[src/rtl/hcounter_source.sv]
`default_nettype none
// +----------------------------------------------------------------------------+
// | Module   : hcounter_source                                                 |
// | Brief    : Incrementing-data message source on a 4-phase req/ack channel   |
// |            with ack debouncing; optional HCOUNTER_SOURCE_DBG_ERR_EN adds   |
// |            sticky protocol-error reporting ports.                          |
// | Revision : 1.0                                                             |
// +----------------------------------------------------------------------------+

`ifndef NS_ADDRESS_SIZE
`define NS_ADDRESS_SIZE 8
`endif
`ifndef NS_DATA_SIZE
`define NS_DATA_SIZE 8
`endif
`ifndef NS_REDUN_SIZE
`define NS_REDUN_SIZE 4
`endif
`ifndef NS_REQ_CKS
`define NS_REQ_CKS 2
`endif

module hcounter_source #(
    parameter int MY_LOCAL_ADDR = 0,
    parameter int DST_ADDR      = 0,
    parameter int ASZ           = `NS_ADDRESS_SIZE,
    parameter int DSZ           = `NS_DATA_SIZE,
    parameter int RSZ           = `NS_REDUN_SIZE,
    parameter int NUM_MSG       = 16,
    parameter int GAP_CKS       = 2,
    parameter int ACK_CKS       = `NS_REQ_CKS
) (
    input  logic           gch_clk,
    input  logic           gch_reset,
    output logic           gch_ready,
    input  logic           start,
    output logic           snd0_req_out,
    input  logic           snd0_ack_in,
    output logic [ASZ-1:0] snd0_src,
    output logic [ASZ-1:0] snd0_dst,
    output logic [DSZ-1:0] snd0_dat,
    output logic [RSZ-1:0] snd0_red,
    output logic [15:0]    sent_cnt,
`ifdef HCOUNTER_SOURCE_DBG_ERR_EN
    output logic           err0_error,
    output logic [DSZ-1:0] err0_dat,
    output logic [ASZ-1:0] err0_src,
`endif
    output logic           done
);

    localparam int CW       = $clog2(ACK_CKS + 1);
    localparam int GW       = (GAP_CKS > 1) ? $clog2(GAP_CKS) : 1;
    localparam int GAP_LOAD = (GAP_CKS > 0) ? GAP_CKS - 1 : 0;

    typedef enum logic [2:0] {
        S_INIT = 3'd0,
        S_IDLE = 3'd1,
        S_REQ  = 3'd2,
        S_REL  = 3'd3,
        S_GAP  = 3'd4
    } state_t;

    state_t          state_q, state_d;
    logic            ready_q, ready_d;
    logic            req_q, req_d;
    logic [DSZ-1:0]  dat_q, dat_d;
    logic [15:0]     sent_q, sent_d;
    logic            done_q, done_d;
    logic [GW-1:0]   gap_q, gap_d;

    logic            ack_last_q;
    logic [CW-1:0]   ack_cnt_q, ack_cnt_d;
    logic            ack_ckd_q, ack_ckd_d;
    logic [16:0]     sent_inc_w;

    // Run length of identical raw samples including the current one, saturating at ACK_CKS.
    always_comb begin
        ack_cnt_d = CW'(1);
        if (snd0_ack_in == ack_last_q) begin
            ack_cnt_d = (ack_cnt_q == CW'(ACK_CKS)) ? ack_cnt_q : ack_cnt_q + 1'b1;
        end
        ack_ckd_d = (ack_cnt_d == CW'(ACK_CKS)) ? snd0_ack_in : ack_ckd_q;
    end

    always_ff @(posedge gch_clk or posedge gch_reset) begin
        if (gch_reset) begin
            ack_last_q <= 1'b0;
            ack_cnt_q  <= '0;
            ack_ckd_q  <= 1'b0;
        end else begin
            ack_last_q <= snd0_ack_in;
            ack_cnt_q  <= ack_cnt_d;
            ack_ckd_q  <= ack_ckd_d;
        end
    end

    assign sent_inc_w = {1'b0, sent_q} + 17'd1;

    always_comb begin
        state_d = state_q;
        ready_d = ready_q;
        dat_d   = dat_q;
        sent_d  = sent_q;
        done_d  = done_q;
        gap_d   = gap_q;
        unique case (state_q)
            S_INIT: begin
                ready_d = 1'b1;
                state_d = S_IDLE;
            end
            S_IDLE: begin
                if (start && !ack_ckd_q) begin
                    done_d  = 1'b0;
                    sent_d  = '0;
                    dat_d   = '0;
                    state_d = S_REQ;
                end
            end
            S_REQ: begin
                if (ack_ckd_q) begin
                    state_d = S_REL;
                end
            end
            S_REL: begin
                if (!ack_ckd_q) begin
                    sent_d = (sent_q == 16'hFFFF) ? sent_q : sent_inc_w[15:0];
                    dat_d  = dat_q + 1'b1;
                    if ((NUM_MSG != 0) && (sent_inc_w == 17'(NUM_MSG))) begin
                        done_d  = 1'b1;
                        state_d = S_IDLE;
                    end else if (GAP_CKS == 0) begin
                        state_d = S_REQ;
                    end else begin
                        gap_d   = GW'(GAP_LOAD);
                        state_d = S_GAP;
                    end
                end
            end
            S_GAP: begin
                if (!start) begin
                    state_d = S_IDLE;
                end else if (gap_q == '0) begin
                    state_d = S_REQ;
                end else begin
                    gap_d = gap_q - 1'b1;
                end
            end
            default: state_d = S_INIT;
        endcase
        // Registered req follows the next state so it drops on the same edge that enters REL.
        req_d = (state_d == S_REQ);
    end

    always_ff @(posedge gch_clk or posedge gch_reset) begin
        if (gch_reset) begin
            state_q <= S_INIT;
            ready_q <= 1'b0;
            req_q   <= 1'b0;
            dat_q   <= '0;
            sent_q  <= '0;
            done_q  <= 1'b0;
            gap_q   <= '0;
        end else begin
            state_q <= state_d;
            ready_q <= ready_d;
            req_q   <= req_d;
            dat_q   <= dat_d;
            sent_q  <= sent_d;
            done_q  <= done_d;
            gap_q   <= gap_d;
        end
    end

    assign gch_ready    = ready_q;
    assign snd0_req_out = req_q;
    assign snd0_src     = ASZ'(MY_LOCAL_ADDR);
    assign snd0_dst     = ASZ'(DST_ADDR);
    assign snd0_dat     = dat_q;
    assign snd0_red     = RSZ'(snd0_src) + RSZ'(snd0_dst) + RSZ'(dat_q);
    assign sent_cnt     = sent_q;
    assign done         = done_q;

`ifdef HCOUNTER_SOURCE_DBG_ERR_EN
    logic           err_q;
    logic [DSZ-1:0] err_dat_q;
    logic           err_w;

    // Filtered-ack edges are legal only on rise in REQ and fall in REL.
    assign err_w = ( ack_ckd_d && !ack_ckd_q && (state_q != S_REQ)) ||
                   (!ack_ckd_d &&  ack_ckd_q && (state_q != S_REL));

    always_ff @(posedge gch_clk or posedge gch_reset) begin
        if (gch_reset) begin
            err_q     <= 1'b0;
            err_dat_q <= '0;
        end else if (err_w && !err_q) begin
            err_q     <= 1'b1;
            err_dat_q <= dat_q;
        end
    end

    assign err0_error = err_q;
    assign err0_dat   = err_dat_q;
    assign err0_src   = ASZ'(MY_LOCAL_ADDR);
`endif

endmodule

`default_nettype wire

[config.mk]
export PLATFORM = sky130hd
export DESIGN_NAME = hcounter_source
export DESIGN_NICKNAME = d
export VERILOG_FILES = /design/src/rtl/hcounter_source.sv
export SDC_FILE = /design/constraint.sdc
export NUM_CORES = 1
export LEC_CHECK = 0
export ABC_AREA = 1
export CORE_MARGIN = 2
export CORE_UTILIZATION = 30
export DETAILED_ROUTE_END_ITERATION = 10
export GPL_ROUTABILITY_DRIVEN = 0
export PLACE_DENSITY = 0.65
export SLEW_MARGIN = 10
export SYNTH_ARGS = -nofsm -noshare
export SYNTH_HDL_FRONTEND = slang
export SYNTH_SLANG_ARGS = --single-unit
[constraint.sdc]
create_clock -name gch_clk -period 1.96 [get_ports gch_clk]
set_clock_uncertainty 0.15 [all_clocks]
set_input_delay 0.392 -clock gch_clk [delete_from_list [all_inputs] [get_ports gch_clk]]
set_output_delay 0.392 -clock gch_clk [all_outputs]
set_load 0.03 [all_outputs]
---- Yosys cells after proc, flatten, opt, wreduce, memory -nomap -nowiden ----
Index checks and enable logic that the tools add are counted.
word-level totals
  register bits ........................... 35
  bits of input ports ..................... 4
  logic and storage cells ................. 64
  output and inout port bits .............. 47
cells by class
  add/sub/neg operators ................... 4
  equality and inequality tests ........... 16
  multiplexer cells ....................... 25
  reductions and logical operators ........ 9
operators by type and width
  kind                                                                     count
  16-bit 2-to-1 mux                                                        3
  16-bit case mux with 2 select lines                                      1
  3-bit 2-to-1 mux                                                         6
  16-bit by 1-bit adder with 17-bit output (second input constant)         1
  17-bit by 5-bit equality test with 1-bit output (second input constant)  1
  16-bit equality test (second input constant)                             1
  8-bit 2-to-1 mux                                                         2
  8-bit case mux with 2 select lines                                       1
  3-bit case mux with 5 select lines                                       1
  2-bit inequality test (second input constant)                            6
  4-bit AND reduction                                                      3
  3-bit by 2-bit equality test with 1-bit output (second input constant)   3
  8-bit by 1-bit adder with 8-bit output (second input constant)           1
  1-bit 2-to-1 mux                                                         7
  2-bit equality test (second input constant)                              2
  2-bit 2-to-1 mux                                                         2
  1-bit case mux with 2 select lines                                       2
  2-bit nonzero test                                                       2
  3-bit by 1-bit equality test with 1-bit output (second input constant)   1
  3-bit equality test (second input constant)                              1
  3-bit logical NOT                                                        1
  3-bit AND reduction                                                      1
  2-bit by 1-bit adder with 2-bit output (second input constant)           1
  1-bit equality test                                                      1
  3 further kinds                                                          3

---- Depth between registers and ports, before layout ----
  depth in word-level cells ............... 6
  depth in mapped cells ................... 15

---- Worst setup path before layout ----
Ideal clock, no wire load.
  kind .................................... register -> register
  from .................................... reg sent_q[0], in the netlist sent_cnt[0]
  to ...................................... reg done_q, in the netlist done
  path buffers ............................ 0
  path slack .............................. -0.171 ns
  stages on the path, launching flop included .. 15
  setup time .............................. 0.118 ns
  required time ........................... 1.692 ns
  period minus slack after synthesis ...... 2.131 ns
  arrival ................................. 1.863 ns
  path through ............................ dfrtp_1 ha_1 nand2_2 nor2_8 nand3_2 nand2_2 nand2_2 nor2_2 nand2_1 nor2_2 nand2_2 nand2_2 nand2_1 nand2_1 nand2_1
on the way
  longest elaborated chain between the ends .. 4
ends and longest elaborated chain
  what                                             RTL line  RTL
  start, declared                                  68        logic [15:0] sent_q, sent_d;
  start signal, assigned                           169       sent_q <= sent_d;
  16-bit by 1-bit adder with 17-bit output         98        assign sent_inc_w = {1'b0, sent_q} + 17'd1;
  17-bit by 5-bit equality test with 1-bit output  129       if ((NUM_MSG != 0) && (sent_inc_w == 17'(NUM_MSG))) begin
  2-bit inequality test (no line)                  -
  4-bit AND reduction (no line)                    -
  end signal, assigned                             170       done_q <= done_d;
  end, declared                                    69        logic done_q, done_d;
No other way between the ends.
A chain may end at the register's enable or synchronous reset.

---- Worst setup path in the final report ----
  from .................................... reg sent_q[3], in the netlist sent_cnt[3]
  to ...................................... out sent_cnt[3]
RTL lines
  what           RTL line  RTL
  end, declared  43        output logic [15:0] sent_cnt,
No word-level cell between the ends.

==> flow_summary.json <==
{
  "status": "finished with violations",
  "violations": "negative setup slack",
  "reg2reg_slack_ns": 0.03,
  "grt.met1_usage_pct": 16.5,
  "grtUsageTotal_pct": 13.1,
  "max_freq_mhz": 506,
  "io_pins": 51,
  "pwr-share-comb_pct": 43.7,
  "dp_cells": 434,
  "hold_viol": 0,
  "clock_sinks": 35,
  "synth_top_area_cell": "dfrtp_1",
  "grt_pass1_vias": 1945,
  "yosys_warnings": 0,
  "vias_per_cell": 4.54,
  "fin_crit_sh_pct": 101,
  "p_int_w": 0.00154,
  "place_hpwl_mm": 4.12,
  "yosys_most_used_dff": "dfrtp_1",
  "crit_required_ns": 1.42,
  "timing.rr.end": "done",
  "peakVddDrop_mv": 0.373,
  "core_area_mm2": 0.00733,
  "syn_inst": 282,
  "grt_pass1_wl_mm": 8.97,
  "p_per_area_mw_per_mm2": 870,
  "drive_above_1_share_pct": 27.3,
  "dpl_cell_area_mm2": 0.00288,
  "hold_buffers": 0,
  "grt_setup_unrepaired": "yes",
  "fin_area_mm2": 0.00305,
  "drtIter0Drc": 93,
  "cts_tree": "done",
  "path_class": "flop to primary output",
  "p_sw_w": 0.00111,
  "grt_overflow": 0,
  "area_growth_pct": 32.9,
  "antenna_found_initial": 0,
  "crit_start": "sent_cnt[3]",
  "cp_max_fo": 5,
  "synth_area_per_cell_um2": 8.12,
  "synth_top_area_share_pct": 38.2,
  "crit_cells": 1,
  "floorplan.initialDensity_pct": 31.3,
  "p_clk_share_pct": 20.9,
  "worst-path-buf-inv": 1,
  "wl_mm": 5.40,
  "grt_max_degree": 28,
  "synthArstFlopShare_pct": 100,
  "clk_pin_slew_ns": 0.08,
  "grtUsageMet3_pct": 2.07,
  "finalSetupViolCount": 1,
  "drt_pass1_iterations": 4,
  "final_cells": 443,
  "ant_nets": 0,
  "seqPwrFrac_pct": 35.4,
  "ys_ff_latch": 35,
  "crit_family": "buffers and inverters",
  "seq_area_frac_synth_pct": 38.2,
  "fin_crit_ns": 1.98,
  "p_leak_nw": 1.61,
  "dieWidth_um": 91.4,
  "slew_violations": 0,
  "fin_ws_ns": -0.0153,
  "cp_data_arrival_time_ns": 1.43,
  "crit_path_end_kind": "primary output",
  "yosys-top-cells-count": "nand2_1 (58), dfrtp_1 (35), inv_1 (35)",
  "cts_max_path_buffers": 2,
  "drv_cap": 0,
  "grt_use_met2_pct": 22.1,
  "synthDistinctLibCells": 34,
  "critPathSlowestCell": "clkdlybuf4s50_1",
  "reg2regPathDepth": 14,
  "io_buffers": 34,
  "clk_latency_ns": 0.29,
  "cp-start-kind": "flop",
  "synth.area.top_cells": "dfrtp_1 (38%), nand2_1 (9.5%), buf_4 (6.6%)",
  "synth_edf_count": 0,
  "fin_tns_setup_ns": -0.0153,
  "nets": 351,
  "max_stage_delay_ns": 0.70,
  "wl_per_cell_um": 12.2,
  "crit_end": "sent_cnt[3]",
  "busiest_layer": "met2",
  "antenna_cells": 0,
  "h-tree-depth": 2,
  "r2r-start": "sent_cnt[1]",
  "p_sw_share_pct": 41.8,
  "syn_area_mm2": 0.00229,
  "dieArea_mm2": 0.00835,
  "drcViolationCount": 0,
  "cts_root_buf": "clkbuf_8",
  "via_count": 2013,
  "hold_class": "input port to asynchronous set/reset pin",
  "std_cell_rows": 31,
  "synth.most_common_cell": "nand2_1",
  "cts-buffers-inserted": 5,
  "die_h_um": 91.4,
  "crit_chain": "clkdlybuf4s50_1"
}
[kinds of logic (layout without fill, tap and decap cells)]
family / Yosys count / count (layout) / share of synthesized area [%]
DFF: 35 / 35 / 38.2
xor gates and xnor gates: 3 / 3 / 1.15
buffers and inverters: 61 / 108 / 13.7
muxes: 1 / 1 / 0.983
other: 1 / 16 / 0.164
adders and majority gates: 4 / 4 / 2.18
and+or+nand+nor: 144 / 144 / 32.2
AOI/OAI and AO/OA: 33 / 33 / 11.4
[area by class of cell]
cell class                 instances  area [µm²]
fill                             756        4290
multi-input combinational        201        1230
sequential                        35         880
timing repair buffer              60         569
inverter                          40         153
tap                               99         124
clock buffer                       5        68.8
clock inverter                     3        23.8
[timing repair]
item | CTS | global route
buffers inserted | 0 | 1
gates cloned | 0 | 0
pin swaps | 0 | 9
endpoints found under the setup margin | 13 | 31
gates resized for setup | 13 | 26
endpoints found under the hold margin | 0 | 0
[per-layer routing]
layer / share of wire [%] / wire [µm] / vias up
met1: 44 / 2360 / 955
met2: 50 / 2720 / 52
met5: 0 / 0 / -
met4: 2.1 / 114 / 0
li1: - / - / 997
met3: 3.8 / 204 / 9
[per-stage QoR]
step	setup slack [ns]	util [%]	power, W	hold WS (ns)
finish	-0.0153	41.5	0.00265	0.230
global route	-0.110	41.5	0.00282	0.259
CTS	0.00146	40.3	0.00266	0.255
detailed placement	-0.0997	39.3	0.00211	0.300
global placement	-0.0755	39.3	0.00208	0.305
floorplan	0.0175	-	0.00171	0.273
[power by group through the flow]
| stage | clock (W) | combinational [W] | sequential [W] |
|---|---|---|---|
| floorplan | 0 | 0.000673 | 0.00103 |
| global placement | 0 | 0.00113 | 0.000950 |
| detailed placement | 0 | 0.00115 | 0.000956 |
| CTS | 0.000569 | 0.00115 | 0.000941 |
| global route | 0.000583 | 0.00128 | 0.000959 |
| finish | 0.000554 | 0.00116 | 0.000937 |
[worst min path at each step]
stage,startpoint,end,slack [ns],cells past startpoint
floorplan,snd0_ack_in,ack_last_q,0.27,0
global placement,gch_ready,gch_ready,0.30,1
detailed placement,snd0_dat[7],snd0_dat[7],0.30,1
CTS,gch_reset,sent_cnt[3],0.26,2
global route,gch_reset,sent_cnt[3],0.26,2
finish,gch_reset,sent_cnt[3],0.23,2
[flip-flops by register name, summed over array words and instances (netlist names)]
register and count:
ack_last_q 1, state_q 3, snd0_req_out 1, gch_ready 1, sent_cnt 16, ack_cnt_q 2, gap_q 1, snd0_dat 8
done 1, ack_ckd_q 1
[placed cells by master, fill, tap and decap left out, types with 2 or more instances in the layout]
master and count:
a21oi_1 7, buf_12 2, buf_4 24, clkbuf_8 5, clkdlybuf4s50_1 11, clkinv_1 2
clkinvlp_4 2, conb_1 16, dfrtp_1 32, dfrtp_2 3, dlygate4sd2_1 13, dlymetal6s2s_1 10
ha_1 3, inv_1 35, inv_2 2, nand2_1 54, nand2_2 11, nand2_4 3
nand3_1 17, nand3_2 8, nand4_1 7, nor2_1 15, nor2_2 10, nor2_4 6
nor3_1 6, nor4_1 2, o21ai_0 13, o22ai_2 8, or2_2 2, xor2_1 3
Power figures use the tool's default switching activity.
